## src/rtl/relu_maxpool.sv

```systemverilog
// relu_maxpool: activation stage for one accumulator column.
// Applies ReLU to every conv result. It can also run 2x2 stride-2 max pooling
// over the raster-ordered ofmap stream.
//
// Ports:
//   clk, rst_n      clock; synchronous active-low reset
//   conv_valid_i    conv result beat valid (every beat accepted)
//   conv_last_i     last beat of the current ofmap
//   conv_result_i   signed conv result
//   ofmap_size_i    ofmap edge length, sampled on the first beat of a map
//   pool_en_i       1: ReLU + 2x2 maxpool, 0: ReLU only (sampled with size)
//   act_valid_o     output beat valid (1-cycle pulse)
//   act_last_o      last output beat of the current map
//   act_data_o      activation result (always non-negative)
//   err_o           sticky framing error
module relu_maxpool #(
    parameter int unsigned DATA_W    = 8,
    parameter int unsigned SIZE_W    = 5,
    parameter int unsigned BUF_DEPTH = 16
) (
    input  logic              clk,
    input  logic              rst_n,
    input  logic              conv_valid_i,
    input  logic              conv_last_i,
    input  logic [DATA_W-1:0] conv_result_i,
    input  logic [SIZE_W-1:0] ofmap_size_i,
    input  logic              pool_en_i,
    output logic              act_valid_o,
    output logic              act_last_o,
    output logic [DATA_W-1:0] act_data_o,
    output logic              err_o
);

    localparam int unsigned BUF_AW = (BUF_DEPTH > 1) ? $clog2(BUF_DEPTH) : 1;

    typedef enum logic {
        ST_IDLE,
        ST_RUN
    } state_e;

    state_e            state_q, state_d;
    logic [SIZE_W-1:0] size_q, size_d;
    logic              pe_q, pe_d;
    logic [SIZE_W-1:0] row_q, row_d;
    logic [SIZE_W-1:0] col_q, col_d;
    logic [DATA_W-1:0] hold_q, hold_d;
    logic [DATA_W-1:0] lbuf_q [BUF_DEPTH];
    logic [DATA_W-1:0] lbuf_d [BUF_DEPTH];
    logic              act_valid_q, act_valid_d;
    logic              act_last_q, act_last_d;
    logic [DATA_W-1:0] act_data_q, act_data_d;
    logic              err_q, err_d;

    // Effective per-beat configuration and position
    logic [SIZE_W-1:0] size_c;
    logic              pe_c;
    logic [SIZE_W-1:0] row_c;
    logic [SIZE_W-1:0] col_c;
    logic [SIZE_W-1:0] size_m1_c;
    logic [SIZE_W-1:0] span_c;
    logic [SIZE_W-1:0] span_m1_c;
    logic              final_c;
    logic              in_win_c;
    logic              last_win_c;
    logic [BUF_AW-1:0] lidx_c;
    logic [DATA_W-1:0] relu_c;
    logic [DATA_W-1:0] pair_c;
    logic [DATA_W-1:0] quad_c;

    function automatic logic [DATA_W-1:0] umax(input logic [DATA_W-1:0] a,
                                               input logic [DATA_W-1:0] b);
        return (a > b) ? a : b;
    endfunction

    // Datapath views: an IDLE beat uses the live config inputs and starts at (0,0)
    always_comb begin
        size_c     = (state_q == ST_IDLE) ? ofmap_size_i : size_q;
        pe_c       = (state_q == ST_IDLE) ? pool_en_i    : pe_q;
        row_c      = (state_q == ST_IDLE) ? '0           : row_q;
        col_c      = (state_q == ST_IDLE) ? '0           : col_q;
        size_m1_c  = size_c - SIZE_W'(1);
        // 2P: the part of the map covered by complete windows (drops odd row/col)
        span_c     = {size_c[SIZE_W-1:1], 1'b0};
        span_m1_c  = span_c - SIZE_W'(1);
        final_c    = (row_c == size_m1_c) && (col_c == size_m1_c);
        in_win_c   = (row_c < span_c) && (col_c < span_c);
        last_win_c = (row_c == span_m1_c) && (col_c == span_m1_c);
        lidx_c     = BUF_AW'(col_c >> 1);
        relu_c     = conv_result_i[DATA_W-1] ? '0 : conv_result_i;
        pair_c     = umax(hold_q, relu_c);
        quad_c     = umax(lbuf_q[lidx_c], pair_c);
    end

    // Next-state, counters, pooling storage and output beat
    always_comb begin
        state_d     = state_q;
        size_d      = size_q;
        pe_d        = pe_q;
        row_d       = row_q;
        col_d       = col_q;
        hold_d      = hold_q;
        lbuf_d      = lbuf_q;
        act_valid_d = 1'b0;
        act_last_d  = 1'b0;
        act_data_d  = '0;
        err_d       = err_q;

        if (conv_valid_i) begin
            size_d = size_c;
            pe_d   = pe_c;

            if (!pe_c) begin
                act_valid_d = 1'b1;
                act_data_d  = relu_c;
                act_last_d  = conv_last_i;
            end else if (in_win_c) begin
                case ({row_c[0], col_c[0]})
                    2'b01: lbuf_d[lidx_c] = pair_c;
                    2'b11: begin
                        act_valid_d = 1'b1;
                        act_data_d  = quad_c;
                        // A truncated or overrun map never flags its last window
                        act_last_d  = last_win_c && (final_c == conv_last_i);
                    end
                    default: hold_d = relu_c;
                endcase
            end

            if (conv_last_i != final_c) begin
                err_d = 1'b1;
            end

            if (conv_last_i || final_c) begin
                state_d = ST_IDLE;
                row_d   = '0;
                col_d   = '0;
            end else begin
                state_d = ST_RUN;
                if (col_c == size_m1_c) begin
                    col_d = '0;
                    row_d = row_c + SIZE_W'(1);
                end else begin
                    col_d = col_c + SIZE_W'(1);
                    row_d = row_c;
                end
            end
        end
    end

    // State and output registers
    always_ff @(posedge clk) begin
        if (!rst_n) begin
            state_q     <= ST_IDLE;
            size_q      <= '0;
            pe_q        <= 1'b0;
            row_q       <= '0;
            col_q       <= '0;
            hold_q      <= '0;
            act_valid_q <= 1'b0;
            act_last_q  <= 1'b0;
            act_data_q  <= '0;
            err_q       <= 1'b0;
            for (int i = 0; i < int'(BUF_DEPTH); i++) begin
                lbuf_q[i] <= '0;
            end
        end else begin
            state_q     <= state_d;
            size_q      <= size_d;
            pe_q        <= pe_d;
            row_q       <= row_d;
            col_q       <= col_d;
            hold_q      <= hold_d;
            act_valid_q <= act_valid_d;
            act_last_q  <= act_last_d;
            act_data_q  <= act_data_d;
            err_q       <= err_d;
            for (int i = 0; i < int'(BUF_DEPTH); i++) begin
                lbuf_q[i] <= lbuf_d[i];
            end
        end
    end

    assign act_valid_o = act_valid_q;
    assign act_last_o  = act_last_q;
    assign act_data_o  = act_data_q;
    assign err_o       = err_q;

endmodule

```

## config.mk

```make
export PLATFORM = sky130hd
export DESIGN_NAME = relu_maxpool
export DESIGN_NICKNAME = d
export VERILOG_FILES = /design/src/rtl/relu_maxpool.sv
export SDC_FILE = /design/constraint.sdc
export NUM_CORES = 1
export LEC_CHECK = 0
export BUFFER_PORTS_ARGS = -buffer_cell sky130_fd_sc_hd__buf_4
export CAP_MARGIN = 0
export CORE_ASPECT_RATIO = 1.4
export CORE_MARGIN = 2
export CORE_UTILIZATION = 40
export CTS_CLUSTER_DIAMETER = 60
export CTS_CLUSTER_SIZE = 24
export DETAILED_ROUTE_END_ITERATION = 6
export HOLD_SLACK_MARGIN = 0.02
export PLACE_DENSITY = 0.67
export SLEW_MARGIN = 10
export SYNTH_ARGS = -nofsm -noshare
export SYNTH_HDL_FRONTEND = slang
export SYNTH_SLANG_ARGS = --single-unit
```

## constraint.sdc

```tcl
create_clock -name clk -period 6.7 [get_ports clk]
set_input_delay 1.34 -clock clk [delete_from_list [all_inputs] [get_ports clk]]
set_output_delay 1.34 -clock clk [all_outputs]
set_load 0.02 [all_outputs]
```

==> flow_summary.toml <==
[grt]
grt.total_usage_pct = 20.0
grt_pass1_wl_um = 32300
antenna_found_initial = 0
grt_pass1_vias = 6090
overflow = 0
grt_max_degree = 87

[cts]
numCtsBuffers = 17
cts_buffer_depth = 2
post_cts_resized = 0
ctsHoldBuffers = 0
post_cts_buffers = 0
cts_root_buffer = "clkbuf_16"
clk_pin_slew_ns = 0.06
htreeDepth = 4
clock-sinks = 146
clock_latency_ns = 0.43
cts_tree = "built"

[power]
p_total_mw = 2.07
ir_worst_vdd_uv = 170
p_leak_nw = 4.18
cellPowerDensity_mw_per_mm2 = 237

[synth]
yosysSeqAreaShare_pct = 37.2
ys_async_sr_fraction_pct = 0
yosysUniqueCellTypes = 68
netlist_area_mm2 = 0.00785
syn_area_per_cell_um2 = 9.09
synth-edff-count = 0
synth-main-ff-cell = "dfxtp_1"
yosys_warnings = 0
syn_inst = 863
ys_ff_latch = 146
syn_nets = 907

[floorplan]
rows = 60
dieArea_mm2 = 0.0208
coreArea_mm2 = 0.0192
start_util_pct = 40.8
die_h_um = 170
io_pins = 29
die_x_um = 122

[sta]
worstMarginPinSlew_ns = 0.972
fin_tns_setup_ns = 0
clock_skew_ns = 0.0156
fin_hold_ws_ns = 0.482
finalCritPeriodShare_pct = 75.7
max_freq_ghz = 0.197
final_max_slew_viol_count = 0
setup_viol = 0
period_needed_ns = 5.07
slew_headroom_pct = 35.0
hold_violations = 0
rsz0062_at_grt = "no"

[hold_path]
min_path_type = "reg2reg"
hold_path_startpoint = "size_q[4]"

[finish]
diodes = 0
n_fill_cell = 1862
area_growth_pct = 11.6
utilization_pct = 45.6
layout-drive-gt1-share_pct = 11.3
regArea_mm2 = 0.00292
multi_input_area_mm2 = 0.00453
nets = 896

[job]
max_cap_violations = 0

[routing]
via_per_inst = 5.74
via_count = 6389
wl_per_cell_um = 18.3
post-route-drc-count = 0
drtAntennaViolNets = 0
drt_wl_total_um = 20300
drtIter0Drc = 565
drt_first_pass_iters = 6

[placement]
dpl.hpwl_um = 13400
routabilityCongestion = 0.876
io_buffer_count = 27

[outcome]
status = "finished, final reports clean"

[critical_path]
startpoint = "conv_result_i[7]"
setup.worst_path.end_class = "flip-flop"
cp-start-kind = "input pin"
critPathMaxFanout = 18
crit_type = "in2reg"
cp.arrival_ns = 5.42
r2r_start = "state_q"
critPathRequiredTime_ns = 7.05
[logic make-up (layout without fill, tap and decap cells)]
logic type | count (synthesis) | after routing | synth area share, %
other | 1 | 1 | 0.0478
flip-flops | 146 | 146 | 37.2
buffers and inverters | 96 | 98 | 5.05
AND/OR/NAND/NOR | 269 | 269 | 16.8
XOR/XNOR | 17 | 17 | 1.90
AO/OA/AOI/OAI | 225 | 225 | 23.5
adder cells (fa/ha/maj) | 27 | 27 | 4.29
multiplexers | 82 | 82 | 11.2
[final cells by class]
| cell class | instances | area share [%] |
|---|---|---|
| clock buffers | 18 | 5.01 |
| clock inverters | 14 | 2.00 |
| inverters | 30 | 1.29 |
| multi-input cells | 621 | 51.7 |
| flip-flops and latches | 146 | 33.4 |
| well taps | 248 | 3.54 |
| repair buffers | 36 | 3.09 |
[flip-flops by register name, indices dropped and copies added, names as in the netlist]
name         cells
lbuf_q         112
act_data_o       7
hold_q           7
col_q            5
row_q            5
size_q           5
act_last_o       1
act_valid_o      1
err_o            1
pe_q             1
state_q          1
[metal layers]
metal,GRT usage [%],up-vias,routed length [um]
met5,0,-,0
met4,9.15,0,685
met3,2.99,48,853
met2,34.8,190,10100
met1,23.8,3061,8690
li1,-,3090,-
[worst max-delay path: stages]
cell      delay [ns]
buf_4           0.13
nor2b_2         0.31
inv_1           0.08
ha_1            0.31
nor2b_1         0.14
o211ai_1        0.28
a21oi_1         0.16
a21oi_4         0.30
mux2i_1         0.22
buf_4           0.26
ha_1            0.30
a21o_1          0.17
a211o_1         0.28
inv_1           0.11
o31ai_4         0.08
o221ai_2        0.41
mux2_2          0.39
o21ai_0         0.13
[through the flow]
step | instance area, um2 | setup slack, ns | instances
final | 8760 | 1.63 | 1113
after global routing | 8760 | 1.37 | 1113
after CTS | 8760 | 1.69 | 1113
after detailed placement | 8140 | 1.26 | 1081
after global placement | 8140 | 1.39 | 1081
after floorplan | 7850 | 1.61 | 863
[synth_stat cells, drive strengths merged, types with 4 or more instances]
cell / count / area (um2)
o221ai: 7 / 67.6
and2b: 6 / 45.0
xor2: 4 / 35.0
a221o: 4 / 40.0
o211ai: 4 / 30.0
a22o: 4 / 35.0
nor2: 39 / 146
clkbuf: 52 / 195
a21oi: 26 / 141
mux2i: 64 / 641
o31ai: 9 / 81.3
and2: 9 / 56.3
nand4: 7 / 43.8
nor3: 5 / 30.0
inv: 27 / 101
dfxtp: 146 / 2920
o211a: 86 / 861
nor2b: 51 / 322
buf: 14 / 88.8
a22oi: 10 / 75.1
mux2: 15 / 169
nand2: 124 / 468
ha: 26 / 325
o22ai: 15 / 93.8
o21ai: 29 / 145
xnor2: 13 / 114
nand3: 12 / 72.6
o21a: 5 / 37.5
[placed cells by master (no fill, tap or decap), drive strengths merged, types with 12 or more instances in the layout]
cell / count
nand3: 12
o22ai: 15
nand2: 124
mux2i: 64
mux2: 15
o211a: 86
a21oi: 26
nor2: 39
xnor2: 13
buf: 36
inv: 31
dfxtp: 146
clkbuf: 18
nor2b: 51
ha: 26
o21ai: 29
[final timing paths]
check,endpoint,slack (ns),cells after the start
setup reg to reg,lbuf_q[65],2.01,13
setup / recovery,act_data_o[0],1.63,18
hold reg to reg,size_q[4],0.48,1
hold / removal,size_q[4],0.48,1
[where the power goes]
group          internal [mW]  total [mW]  switching (mW)
clock network          0.600       0.998           0.397
registers              0.875       0.880         0.00551
logic                 0.0742       0.194           0.120
Note: power is estimated with default switching activity, not from simulation.
